**src/rtl/mpq_sched_if.sv**
```systemverilog
`default_nettype none
// +-------------------------------------------------------------------------+
// | mpq_sched_if : loader, requester and engine signals of mpq_sched        |
// | Rev 1.0 - initial release                                               |
// +-------------------------------------------------------------------------+
interface mpq_sched_if;
    logic       ld_valid;
    logic [7:0] ld_data;
    logic       q0_push;
    logic [2:0] q0_cmd;
    logic [7:0] q0_index;
    logic [7:0] q0_value;
    logic       q1_push;
    logic [2:0] q1_cmd;
    logic [7:0] q1_index;
    logic [7:0] q1_value;
    logic       q0_full;
    logic       q1_full;
    logic       q0_ovf;
    logic       q1_ovf;
    logic       mpq_data_valid;
    logic [7:0] mpq_data;
    logic       mpq_cmd_valid;
    logic [2:0] mpq_cmd;
    logic [7:0] mpq_index;
    logic [7:0] mpq_value;
    logic       mpq_busy;
    logic       mpq_done;
    logic       grant_src;
    logic       finished;

    modport slave (
        input  ld_valid, ld_data,
        input  q0_push, q0_cmd, q0_index, q0_value,
        input  q1_push, q1_cmd, q1_index, q1_value,
        input  mpq_busy, mpq_done,
        output q0_full, q1_full, q0_ovf, q1_ovf,
        output mpq_data_valid, mpq_data,
        output mpq_cmd_valid, mpq_cmd, mpq_index, mpq_value,
        output grant_src, finished
    );

    modport master (
        output ld_valid, ld_data,
        output q0_push, q0_cmd, q0_index, q0_value,
        output q1_push, q1_cmd, q1_index, q1_value,
        output mpq_busy, mpq_done,
        input  q0_full, q1_full, q0_ovf, q1_ovf,
        input  mpq_data_valid, mpq_data,
        input  mpq_cmd_valid, mpq_cmd, mpq_index, mpq_value,
        input  grant_src, finished
    );
endinterface
`default_nettype wire

```
**src/rtl/mpq_sched.sv**
```systemverilog
`default_nettype none
// +-------------------------------------------------------------------------+
// | mpq_sched : two-requester round-robin command scheduler for a PQ engine |
// | Rev 1.0 - initial release                                               |
// +-------------------------------------------------------------------------+
module mpq_sched #(
    parameter int FIFO_DEPTH = 4
) (
    input  logic       clk,
    input  logic       rst,
    mpq_sched_if.slave bus
);
    localparam int c_PW = (FIFO_DEPTH > 1) ? $clog2(FIFO_DEPTH) : 1;
    localparam int c_CW = c_PW + 1;
    localparam int c_EW = 19;
    localparam logic [c_CW-1:0] c_FULL = c_CW'(FIFO_DEPTH);

    typedef enum logic [2:0] {
        S_LOAD      = 3'd0,
        S_IDLE      = 3'd1,
        S_ISSUE     = 3'd2,
        S_WAIT_HI   = 3'd3,
        S_WAIT_LO   = 3'd4,
        S_WAIT_DONE = 3'd5,
        S_FINISHED  = 3'd6
    } state_t;

    state_t          r_state;
    state_t          w_state_next;
    logic            w_push  [2];
    logic [c_EW-1:0] w_entry [2];
    logic            w_pop   [2];
    logic            w_ne    [2];
    logic            w_full  [2];
    logic            w_ovf   [2];
    logic [c_EW-1:0] w_head  [2];
    logic            w_clear;
    logic            w_sel;
    logic            w_go;
    logic            r_grant;
    logic            r_prio;
    logic            r_seen;
    logic            r_data_valid;
    logic [7:0]      r_data;
    logic [2:0]      r_cmd;
    logic [7:0]      r_index;
    logic [7:0]      r_value;

    assign w_push[0]  = bus.q0_push;
    assign w_push[1]  = bus.q1_push;
    assign w_entry[0] = {bus.q0_cmd, bus.q0_index, bus.q0_value};
    assign w_entry[1] = {bus.q1_cmd, bus.q1_index, bus.q1_value};
    assign w_clear    = (r_state == S_FINISHED);

    generate
        for (genvar g = 0; g < 2; g++) begin : g_fifo
            logic [c_EW-1:0] r_mem [FIFO_DEPTH];
            logic [c_PW-1:0] r_wr_ptr;
            logic [c_PW-1:0] r_rd_ptr;
            logic [c_CW-1:0] r_count;
            logic            r_ovf;
            logic            w_full_q;
            logic            w_wr;

            assign w_full_q = (r_count == c_FULL);
            // A push against a full FIFO is lost even if a pop frees a slot this cycle.
            assign w_wr     = w_push[g] && !w_full_q && !w_clear;
            assign w_pop[g] = (r_state == S_ISSUE) && (r_grant == 1'(g));
            assign w_ne[g]   = (r_count != '0);
            assign w_full[g] = w_full_q;
            assign w_ovf[g]  = r_ovf;
            assign w_head[g] = r_mem[r_rd_ptr];

            always_ff @(posedge clk) begin
                if (rst) begin
                    r_wr_ptr <= '0;
                    r_rd_ptr <= '0;
                    r_count  <= '0;
                    r_ovf    <= 1'b0;
                end else if (w_clear) begin
                    r_wr_ptr <= '0;
                    r_rd_ptr <= '0;
                    r_count  <= '0;
                end else begin
                    if (w_push[g] && w_full_q)
                        r_ovf <= 1'b1;
                    if (w_wr)
                        r_wr_ptr <= r_wr_ptr + c_PW'(1);
                    if (w_pop[g])
                        r_rd_ptr <= r_rd_ptr + c_PW'(1);
                    if (w_wr && !w_pop[g])
                        r_count <= r_count + c_CW'(1);
                    else if (!w_wr && w_pop[g])
                        r_count <= r_count - c_CW'(1);
                end
            end

            always_ff @(posedge clk) begin
                if (w_wr)
                    r_mem[r_wr_ptr] <= w_entry[g];
            end
        end
    endgenerate

    // r_prio names the requester that wins when both FIFOs hold work.
    assign w_sel = (w_ne[0] && w_ne[1]) ? r_prio : w_ne[1];
    assign w_go  = (r_state == S_IDLE) && !bus.mpq_busy && (w_ne[0] || w_ne[1]);

    always_ff @(posedge clk) begin
        if (rst)
            r_state <= S_LOAD;
        else
            r_state <= w_state_next;
    end

    always_comb begin
        w_state_next = r_state;
        case (r_state)
            S_LOAD:      if (r_seen && !bus.ld_valid) w_state_next = S_IDLE;
            S_IDLE:      if (w_go) w_state_next = S_ISSUE;
            S_ISSUE:     w_state_next = S_WAIT_HI;
            S_WAIT_HI:   if (bus.mpq_busy) w_state_next = r_cmd[2] ? S_WAIT_DONE : S_WAIT_LO;
            S_WAIT_LO:   if (!bus.mpq_busy) w_state_next = S_IDLE;
            S_WAIT_DONE: if (bus.mpq_done) w_state_next = S_FINISHED;
            S_FINISHED:  w_state_next = S_FINISHED;
            default:     w_state_next = S_LOAD;
        endcase
    end

    // Command fields are captured on entry to ISSUE and then hold until the next grant.
    always_ff @(posedge clk) begin
        if (rst) begin
            r_seen       <= 1'b0;
            r_data_valid <= 1'b0;
            r_data       <= '0;
            r_grant      <= 1'b0;
            r_prio       <= 1'b0;
            r_cmd        <= '0;
            r_index      <= '0;
            r_value      <= '0;
        end else begin
            r_data_valid <= (r_state == S_LOAD) && bus.ld_valid;
            if (r_state == S_LOAD) begin
                r_data <= bus.ld_data;
                if (bus.ld_valid)
                    r_seen <= 1'b1;
            end
            if (w_go) begin
                r_grant                   <= w_sel;
                r_prio                    <= ~w_sel;
                {r_cmd, r_index, r_value} <= w_head[w_sel];
            end
        end
    end

    assign bus.q0_full        = w_full[0];
    assign bus.q1_full        = w_full[1];
    assign bus.q0_ovf         = w_ovf[0];
    assign bus.q1_ovf         = w_ovf[1];
    assign bus.mpq_data_valid = r_data_valid;
    assign bus.mpq_data       = r_data;
    assign bus.mpq_cmd_valid  = (r_state == S_ISSUE);
    assign bus.mpq_cmd        = r_cmd;
    assign bus.mpq_index      = r_index;
    assign bus.mpq_value      = r_value;
    assign bus.grant_src      = r_grant;
    assign bus.finished       = (r_state == S_FINISHED);
endmodule
`default_nettype wire

```
**src/flat_wrapper.sv**
```systemverilog
// flat-port wrapper written by rule: the top's interface ports become plain ports
module mpq_sched_flat 
#(
    parameter int FIFO_DEPTH = 4
)
  (clk, rst, bus_ld_valid, bus_ld_data, bus_q0_push, bus_q0_cmd, bus_q0_index, bus_q0_value, bus_q1_push, bus_q1_cmd, bus_q1_index, bus_q1_value, bus_mpq_busy, bus_mpq_done, bus_q0_full, bus_q1_full, bus_q0_ovf, bus_q1_ovf, bus_mpq_data_valid, bus_mpq_data, bus_mpq_cmd_valid, bus_mpq_cmd, bus_mpq_index, bus_mpq_value, bus_grant_src, bus_finished);
  mpq_sched_if bus_i ();
  input  logic clk;
  input  logic rst;
  input wire logic [$bits(bus_i.ld_valid)-1:0] bus_ld_valid;
  input wire logic [$bits(bus_i.ld_data)-1:0] bus_ld_data;
  input wire logic [$bits(bus_i.q0_push)-1:0] bus_q0_push;
  input wire logic [$bits(bus_i.q0_cmd)-1:0] bus_q0_cmd;
  input wire logic [$bits(bus_i.q0_index)-1:0] bus_q0_index;
  input wire logic [$bits(bus_i.q0_value)-1:0] bus_q0_value;
  input wire logic [$bits(bus_i.q1_push)-1:0] bus_q1_push;
  input wire logic [$bits(bus_i.q1_cmd)-1:0] bus_q1_cmd;
  input wire logic [$bits(bus_i.q1_index)-1:0] bus_q1_index;
  input wire logic [$bits(bus_i.q1_value)-1:0] bus_q1_value;
  input wire logic [$bits(bus_i.mpq_busy)-1:0] bus_mpq_busy;
  input wire logic [$bits(bus_i.mpq_done)-1:0] bus_mpq_done;
  output wire logic [$bits(bus_i.q0_full)-1:0] bus_q0_full;
  output wire logic [$bits(bus_i.q1_full)-1:0] bus_q1_full;
  output wire logic [$bits(bus_i.q0_ovf)-1:0] bus_q0_ovf;
  output wire logic [$bits(bus_i.q1_ovf)-1:0] bus_q1_ovf;
  output wire logic [$bits(bus_i.mpq_data_valid)-1:0] bus_mpq_data_valid;
  output wire logic [$bits(bus_i.mpq_data)-1:0] bus_mpq_data;
  output wire logic [$bits(bus_i.mpq_cmd_valid)-1:0] bus_mpq_cmd_valid;
  output wire logic [$bits(bus_i.mpq_cmd)-1:0] bus_mpq_cmd;
  output wire logic [$bits(bus_i.mpq_index)-1:0] bus_mpq_index;
  output wire logic [$bits(bus_i.mpq_value)-1:0] bus_mpq_value;
  output wire logic [$bits(bus_i.grant_src)-1:0] bus_grant_src;
  output wire logic [$bits(bus_i.finished)-1:0] bus_finished;
  assign bus_i.ld_valid = bus_ld_valid;
  assign bus_i.ld_data = bus_ld_data;
  assign bus_i.q0_push = bus_q0_push;
  assign bus_i.q0_cmd = bus_q0_cmd;
  assign bus_i.q0_index = bus_q0_index;
  assign bus_i.q0_value = bus_q0_value;
  assign bus_i.q1_push = bus_q1_push;
  assign bus_i.q1_cmd = bus_q1_cmd;
  assign bus_i.q1_index = bus_q1_index;
  assign bus_i.q1_value = bus_q1_value;
  assign bus_i.mpq_busy = bus_mpq_busy;
  assign bus_i.mpq_done = bus_mpq_done;
  assign bus_q0_full = bus_i.q0_full;
  assign bus_q1_full = bus_i.q1_full;
  assign bus_q0_ovf = bus_i.q0_ovf;
  assign bus_q1_ovf = bus_i.q1_ovf;
  assign bus_mpq_data_valid = bus_i.mpq_data_valid;
  assign bus_mpq_data = bus_i.mpq_data;
  assign bus_mpq_cmd_valid = bus_i.mpq_cmd_valid;
  assign bus_mpq_cmd = bus_i.mpq_cmd;
  assign bus_mpq_index = bus_i.mpq_index;
  assign bus_mpq_value = bus_i.mpq_value;
  assign bus_grant_src = bus_i.grant_src;
  assign bus_finished = bus_i.finished;
  mpq_sched #(.FIFO_DEPTH(FIFO_DEPTH)) u_core (.clk(clk), .rst(rst), .bus(bus_i));
endmodule
```
**config.mk**
```make
export PLATFORM = sky130hd
export DESIGN_NAME = mpq_sched_flat
export DESIGN_NICKNAME = d
export VERILOG_FILES = /design/src/rtl/mpq_sched_if.sv /design/src/rtl/mpq_sched.sv /design/src/flat_wrapper.sv
export SDC_FILE = /design/constraint.sdc
export NUM_CORES = 1
export LEC_CHECK = 0
export BUFFER_PORTS_ARGS = -buffer_cell sky130_fd_sc_hd__buf_2
export CORE_MARGIN = 2
export CORE_UTILIZATION = 52
export CTS_CLUSTER_DIAMETER = 80
export DETAILED_ROUTE_END_ITERATION = 12
export HOLD_SLACK_MARGIN = 0.05
export PLACE_DENSITY = 0.73
export SETUP_SLACK_MARGIN = 0.1
export SLEW_MARGIN = 20
export SYNTH_ARGS = -nofsm -noshare
export SYNTH_HDL_FRONTEND = slang
export SYNTH_SLANG_ARGS = --single-unit
```
**constraint.sdc**
```tcl
create_clock -name clk -period 2.65 [get_ports clk]
set_clock_uncertainty 0.15 [all_clocks]
set_input_delay 0.265 -clock clk [delete_from_list [all_inputs] [get_ports clk]]
set_output_delay 0.265 -clock clk [all_outputs]
set_load 0.02 [all_outputs]
```
# Word level (Yosys, flattened, before mapping)
# Memories as Yosys holds them, arrays and structs flattened. A register that Yosys moved wholly into a read port is not among the register bits.
# Cells that the tools add are included.
# word_totals
ff_bits	50
latch_bits	0
ram_bits	152
mem_bits_ro	0
word_cells	105
mem_count	2
# classes
addsub	8
n_mul	0
div	0
magnitude_cmp	1
eq_ne	13
shift	0
n_mux	23
n_bitwise	4
n_reduce_logical	37
# mem_list
memory	depth	word_bits	read_ports	rd_clocked_by_memory_dff	wr	line_no	source
u_core.g_fifo[0].r_mem	4	19	1	1	1	mpq_sched.sv:57	logic [c_EW-1:0] r_mem [FIFO_DEPTH];
u_core.g_fifo[1].r_mem	4	19	1	1	1	mpq_sched.sv:57	
# ops
operator	count
$mux W19	3
$mux W3	9
$pmux W3 S7	1
$logic_and A1 B1 Y1	17
$eq A3 B3 Y1 const B	5
$logic_not A1 Y1	9
$add A2 B1 Y2 const B	4
$mux W2	4
$add A3 B1 Y3 const B	2
$eq A3 B2 Y1 const B	2
$mux W1	6
$ne A2 B2 Y1 const B	3
$reduce_and A2 Y1	3
$reduce_bool A3 Y1	2
$sub A3 B1 Y3 const B	2
$reduce_and A5 Y1	1
$ne A2 B1 Y1 const B	2
$reduce_bool A2 Y1	2
$eq A3 B1 Y1 const B	1
$logic_not A3 Y1	1
$not A1 Y1	3
$ge A2 B2 Y1 const B	1
$not A1 Y2	1
$reduce_or A2 Y1	1
$logic_or A1 B1 Y1	1

# Depth between registers and ports, before layout
# logic_depth
ltp_word	8
mapped_depth	11

# Worst setup path before layout
# No wires, ideal clock.
# synth_path
path_type	register to register
start	reg u_core.r_state[0]
end	reg u_core.g_fifo[0].r_count[2]
setup_time_ps	70
arrival_ps	2442
t_required_ps	2430
setup_slack_ps	-12
stages_incl_launch_ff	12
path_cell_list	dfxtp_1 inv_1 ha_1 nand2_1 and3b_1 clkbuf_1 ha_1 inv_1 fa_1 xor2_1 or3_1 a21oi_1
# synth_via
elab_chain_len	6
elab_cells_between_ends	12
# synth_rtl
element	line_no	source
start, declared	mpq_sched.sv:28	state_t r_state;
start signal, assigned	mpq_sched.sv:113	r_state <= w_state_next;
$eq A3 B3 Y1 *	mpq_sched.sv:53	assign w_clear = (r_state == S_FINISHED);
$logic_not A1 Y1 *	mpq_sched.sv:67	assign w_wr = w_push[g] && !w_full_q && !w_clear;
$logic_and A1 B1 Y1 *	mpq_sched.sv:67	
net u_core.g_fifo[0].w_wr	mpq_sched.sv:63	logic w_wr;
$logic_not A1 Y1	mpq_sched.sv:93	else if (!w_wr && w_pop[g])
$logic_and A1 B1 Y1	mpq_sched.sv:93	
$reduce_bool A2 Y1 (no source line)	--	
end signal, assigned	mpq_sched.sv:92	r_count <= r_count + c_CW'(1);
end signal, assigned	mpq_sched.sv:94	r_count <= r_count - c_CW'(1);
end, declared	mpq_sched.sv:60	logic [c_CW-1:0] r_count;
# The timed path passes the listed nets; every way through them passes the cells marked *.
# A chain may end at the register's enable or synchronous reset.

# Final worst setup path
# layout_path
start	reg u_core.r_state[0]
end	reg u_core.g_fifo[1].r_count[2]
# layout_via
elab_chain_len	6
elab_cells_between_ends	12
# layout_rtl
element	line_no
$eq A3 B3 Y1	mpq_sched.sv:53
$logic_not A1 Y1	mpq_sched.sv:67
$logic_and A1 B1 Y1	mpq_sched.sv:67
$logic_not A1 Y1	mpq_sched.sv:93
$logic_and A1 B1 Y1	mpq_sched.sv:93
$reduce_bool A2 Y1 (no source line)	--
end signal, assigned	mpq_sched.sv:92
end signal, assigned	mpq_sched.sv:94
end, declared	mpq_sched.sv:60
# Several ways; a longest one is shown, not always the timed one.

==> flow_summary.json <==
{
  "fmax_ghz": 0.407,
  "p_clk_share_pct": 30.9,
  "clk_path_buf_depth": 3,
  "cts.sinks": 206,
  "peakVddDrop_uv": 634,
  "synthMuxAreaShare_pct": 13.8,
  "route.vias.total": 4519,
  "place.detailed.hpwl_um": 10000,
  "synth_adder_area_share_pct": 2.86,
  "power_leakage_nw": 3.70,
  "yosys.area_share.simple_pct": 4.81,
  "p_total_mw": 8.97,
  "ys_ff_latch": 206,
  "synth_largest_area_cell": "edfxtp_1",
  "cp_common_cell": "ha_4",
  "fin_crit_ns": 2.46,
  "syn-cell-area_um2": 7960,
  "synthXorXnorAreaFrac_pct": 1.10,
  "synth_most_common_cell": "edfxtp_1",
  "hold_violations": 0,
  "power_density_nw_per_um2": 907,
  "grt_max_degree": 41,
  "worstSkewPairLatency_ns": 0.50,
  "h-tree-depth": 1,
  "wirelength_um": 15600,
  "synth_edf_count": 152,
  "grt_pass1_vias": 4722,
  "share_comb_of_total_power_pct": 23.3,
  "die_area_um2": 16300,
  "synth.avg_cell_area_um2": 17.1,
  "dieHeight_um": 128,
  "cp.required_ns": 2.91,
  "worst_pin_slew_ns": 0.647,
  "rows": 45,
  "root_buffer": "clkbuf_16",
  "switching_share_pct": 27.9,
  "ys_types": 41,
  "register_area_um2": 5650,
  "synth_top_family_by_area": "multiplexers",
  "ys_seq_area_share_pct": 70.9,
  "setup_viol": 0,
  "slew-limit-headroom_pct": 56.5,
  "antenna_cells": 0,
  "io_buffers": 87,
  "finalCritPeriodShare_pct": 92.8,
  "path_cells": "inv_2, ha_4, nand2_4, and3b_1, ha_4, inv_1, fa_1, xor2_1, or3_1, a21oi_2",
  "slew_violations": 0,
  "track_usage_pct": 19.9,
  "cts_buffers": 21,
  "startpoint_type": "flop",
  "antenna_found_initial": 0,
  "grt_setup_unrepaired": "no",
  "cts.clk_slew.worst_paths_ns": 0.06,
  "nNetsFinal": 693,
  "initial_core_util_pct": 52.8,
  "place.gp.congestion": 0.850,
  "p_switching_mw": 2.50,
  "drive_gt1_share_pct": 29.6,
  "drt_iter0_drc": 287,
  "timing.hold.ws_ns": 0.0898,
  "grt_pass1_wl_um": 24900,
  "synthTopCellsByCount": "152 x edfxtp_1, 54 x dfxtp_1, 38 x mux4_2",
  "syn_nets": 535,
  "viasPerCell": 5.47,
  "status": "finished, final reports clean",
  "synth_compound_area_share_pct": 4.40,
  "drc_errors": 0,
  "crit_fanout": 6,
  "p_int_mw": 6.47,
  "ios": 88,
  "fillCellCount": 1026,
  "synthFlopType": "edfxtp_1",
  "cap_violations": 0,
  "end_kind": "flop",
  "routedWlPerCell_um": 18.9,
  "cp.arrival_ns": 2.72,
  "slowest_stage": "fa_1",
  "syn_inst": 465,
  "multi_input_area_um2": 2220,
  "path_class": "reg -> reg",
  "ys_warn_count": 0,
  "synthToLayoutAreaGrowth_pct": 24.3,
  "power_frac_seq_pct": 45.7,
  "min_path_type": "in -> reg",
  "postRouteAntennaNets": 0,
  "dieWidth_um": 128,
  "drt_pre_antenna_iters": 5,
  "synth_top_cell_area_share_pct": 57.3,
  "ys_async_sr_fraction_pct": 0,
  "grt-ovfl-total": 0,
  "cts_tree": "done",
  "fp.coreArea_um2": 15100,
  "synth.area.top_cells": "edfxtp_1 57%, dfxtp_1 14%, mux4_2 11%, mux2i_1 3.0%, ha_1 2.4%",
  "critical-path-max-stage-delay_ns": 0.43
}
## layout make-up
cell class	instances	share of cell area, %
well taps	188	2.38
flip-flops and latches	206	57.1
inverters	13	0.519
clock inverters	12	1.10
repair buffers	157	11.0
multi-input cells	224	22.4
clock buffers	26	5.50
## routing by layer
metal  wire [um]  track usage [%]  vias up
li1            -                -     2110
met5           0                0        -
met3        1090             4.47       29
met2        7970             35.4      138
met4         319             4.59        0
met1        6270             25.2     2242
## power by group through the flow
stage / clock [mW] / sequential (mW) / combinational, mW
after floorplan: 0 / 4.23 / 1.29
after global placement: 0 / 4.12 / 1.90
after global routing: 2.97 / 4.14 / 2.29
final: 2.78 / 4.10 / 2.09
after detailed placement: 0 / 4.16 / 2.00
after CTS: 2.83 / 4.09 / 2.09
## flip-flops by register name (all words and copies together), names as in the netlist, named ones only
name,count
u_core.g_fifo.r_mem,152
u_core.r_prio,1
u_core.g_fifo.r_rd_ptr,4
u_core.bus.q0_ovf,1
u_core.bus.mpq_value,8
u_core.bus.grant_src,1
u_core.g_fifo.r_wr_ptr,4
u_core.bus.mpq_data_valid,1
u_core.r_seen,1
u_core.bus.mpq_index,8
u_core.r_state,3
u_core.bus.mpq_data,8
u_core.bus.q1_ovf,1
u_core.bus.mpq_cmd,3
u_core.g_fifo.r_count,6
## critical path, delay by kind of cell (launching register included)
family	cells	cell delay (ns)
and+or+nand+nor	3	0.68
adders and majority gates	3	0.77
buffers and inverters	2	0.11
DFF	1	0.36
xor gates and xnor gates	1	0.18
AOI/OAI and AO/OA	1	0.14
## repair_timing
| item | 4_1_cts | 5_1_grt |
|---|---|---|
| hold buffers | 50 | 0 |
| endpoints found under the hold margin | 165 | 0 |
| endpoints found under the setup margin | 2 | 2 |
| pin swaps | 1 | 1 |
| buffers inserted | 1 | 0 |
| resized for setup | 6 | 7 |
## metrics by stage
stage	utilization, %	setup TNS, ns	cell area, um^2	instances	worst slack [ns]
floorplan	-	0	7970	465	0.102
global placement	57.5	0	8670	737	0.136
detailed placement	57.5	-0.0767	8670	737	-0.0531
CTS	65.3	0	9860	826	0.101
global route	65.6	0	9890	826	0.0923
finish	65.6	0	9890	826	0.190
## kinds of logic (layout without fill, tap and decap cells)
| kind of cell | count (synthesis) | in the layout |
|---|---|---|
| mux | 62 | 62 |
| xor+xnor | 10 | 10 |
| fa+ha+maj | 17 | 17 |
| flops | 206 | 206 |
| simple gates | 80 | 80 |
| buf+inv | 35 | 208 |
| compound gates | 55 | 55 |
## placed cells by master, fill, tap and decap left out, types with 10 or more instances in the layout
cell type,n
edfxtp_1,152
buf_2,87
dfxtp_1,53
dlygate4sd3_1,50
mux4_2,38
nor2_1,28
mux2i_1,24
nand2_1,24
a21oi_1,21
clkbuf_16,21
buf_4,20
ha_1,12
inv_1,11
o21ai_0,11
a211oi_1,10
## final timing paths
path,cells past startpoint,to,slack [ns],startpoint
hold reg to reg,2,u_core.bus.mpq_data[5],0.30,u_core.bus.mpq_data[5]
setup reg to reg,10,u_core.g_fifo[1].r_count[2],0.19,u_core.r_state[0]
setup / recovery,10,u_core.g_fifo[1].r_count[2],0.19,u_core.r_state[0]
hold / removal,3,u_core.bus.q1_ovf,0.09,rst
Note: power is estimated with default switching activity, not from simulation.
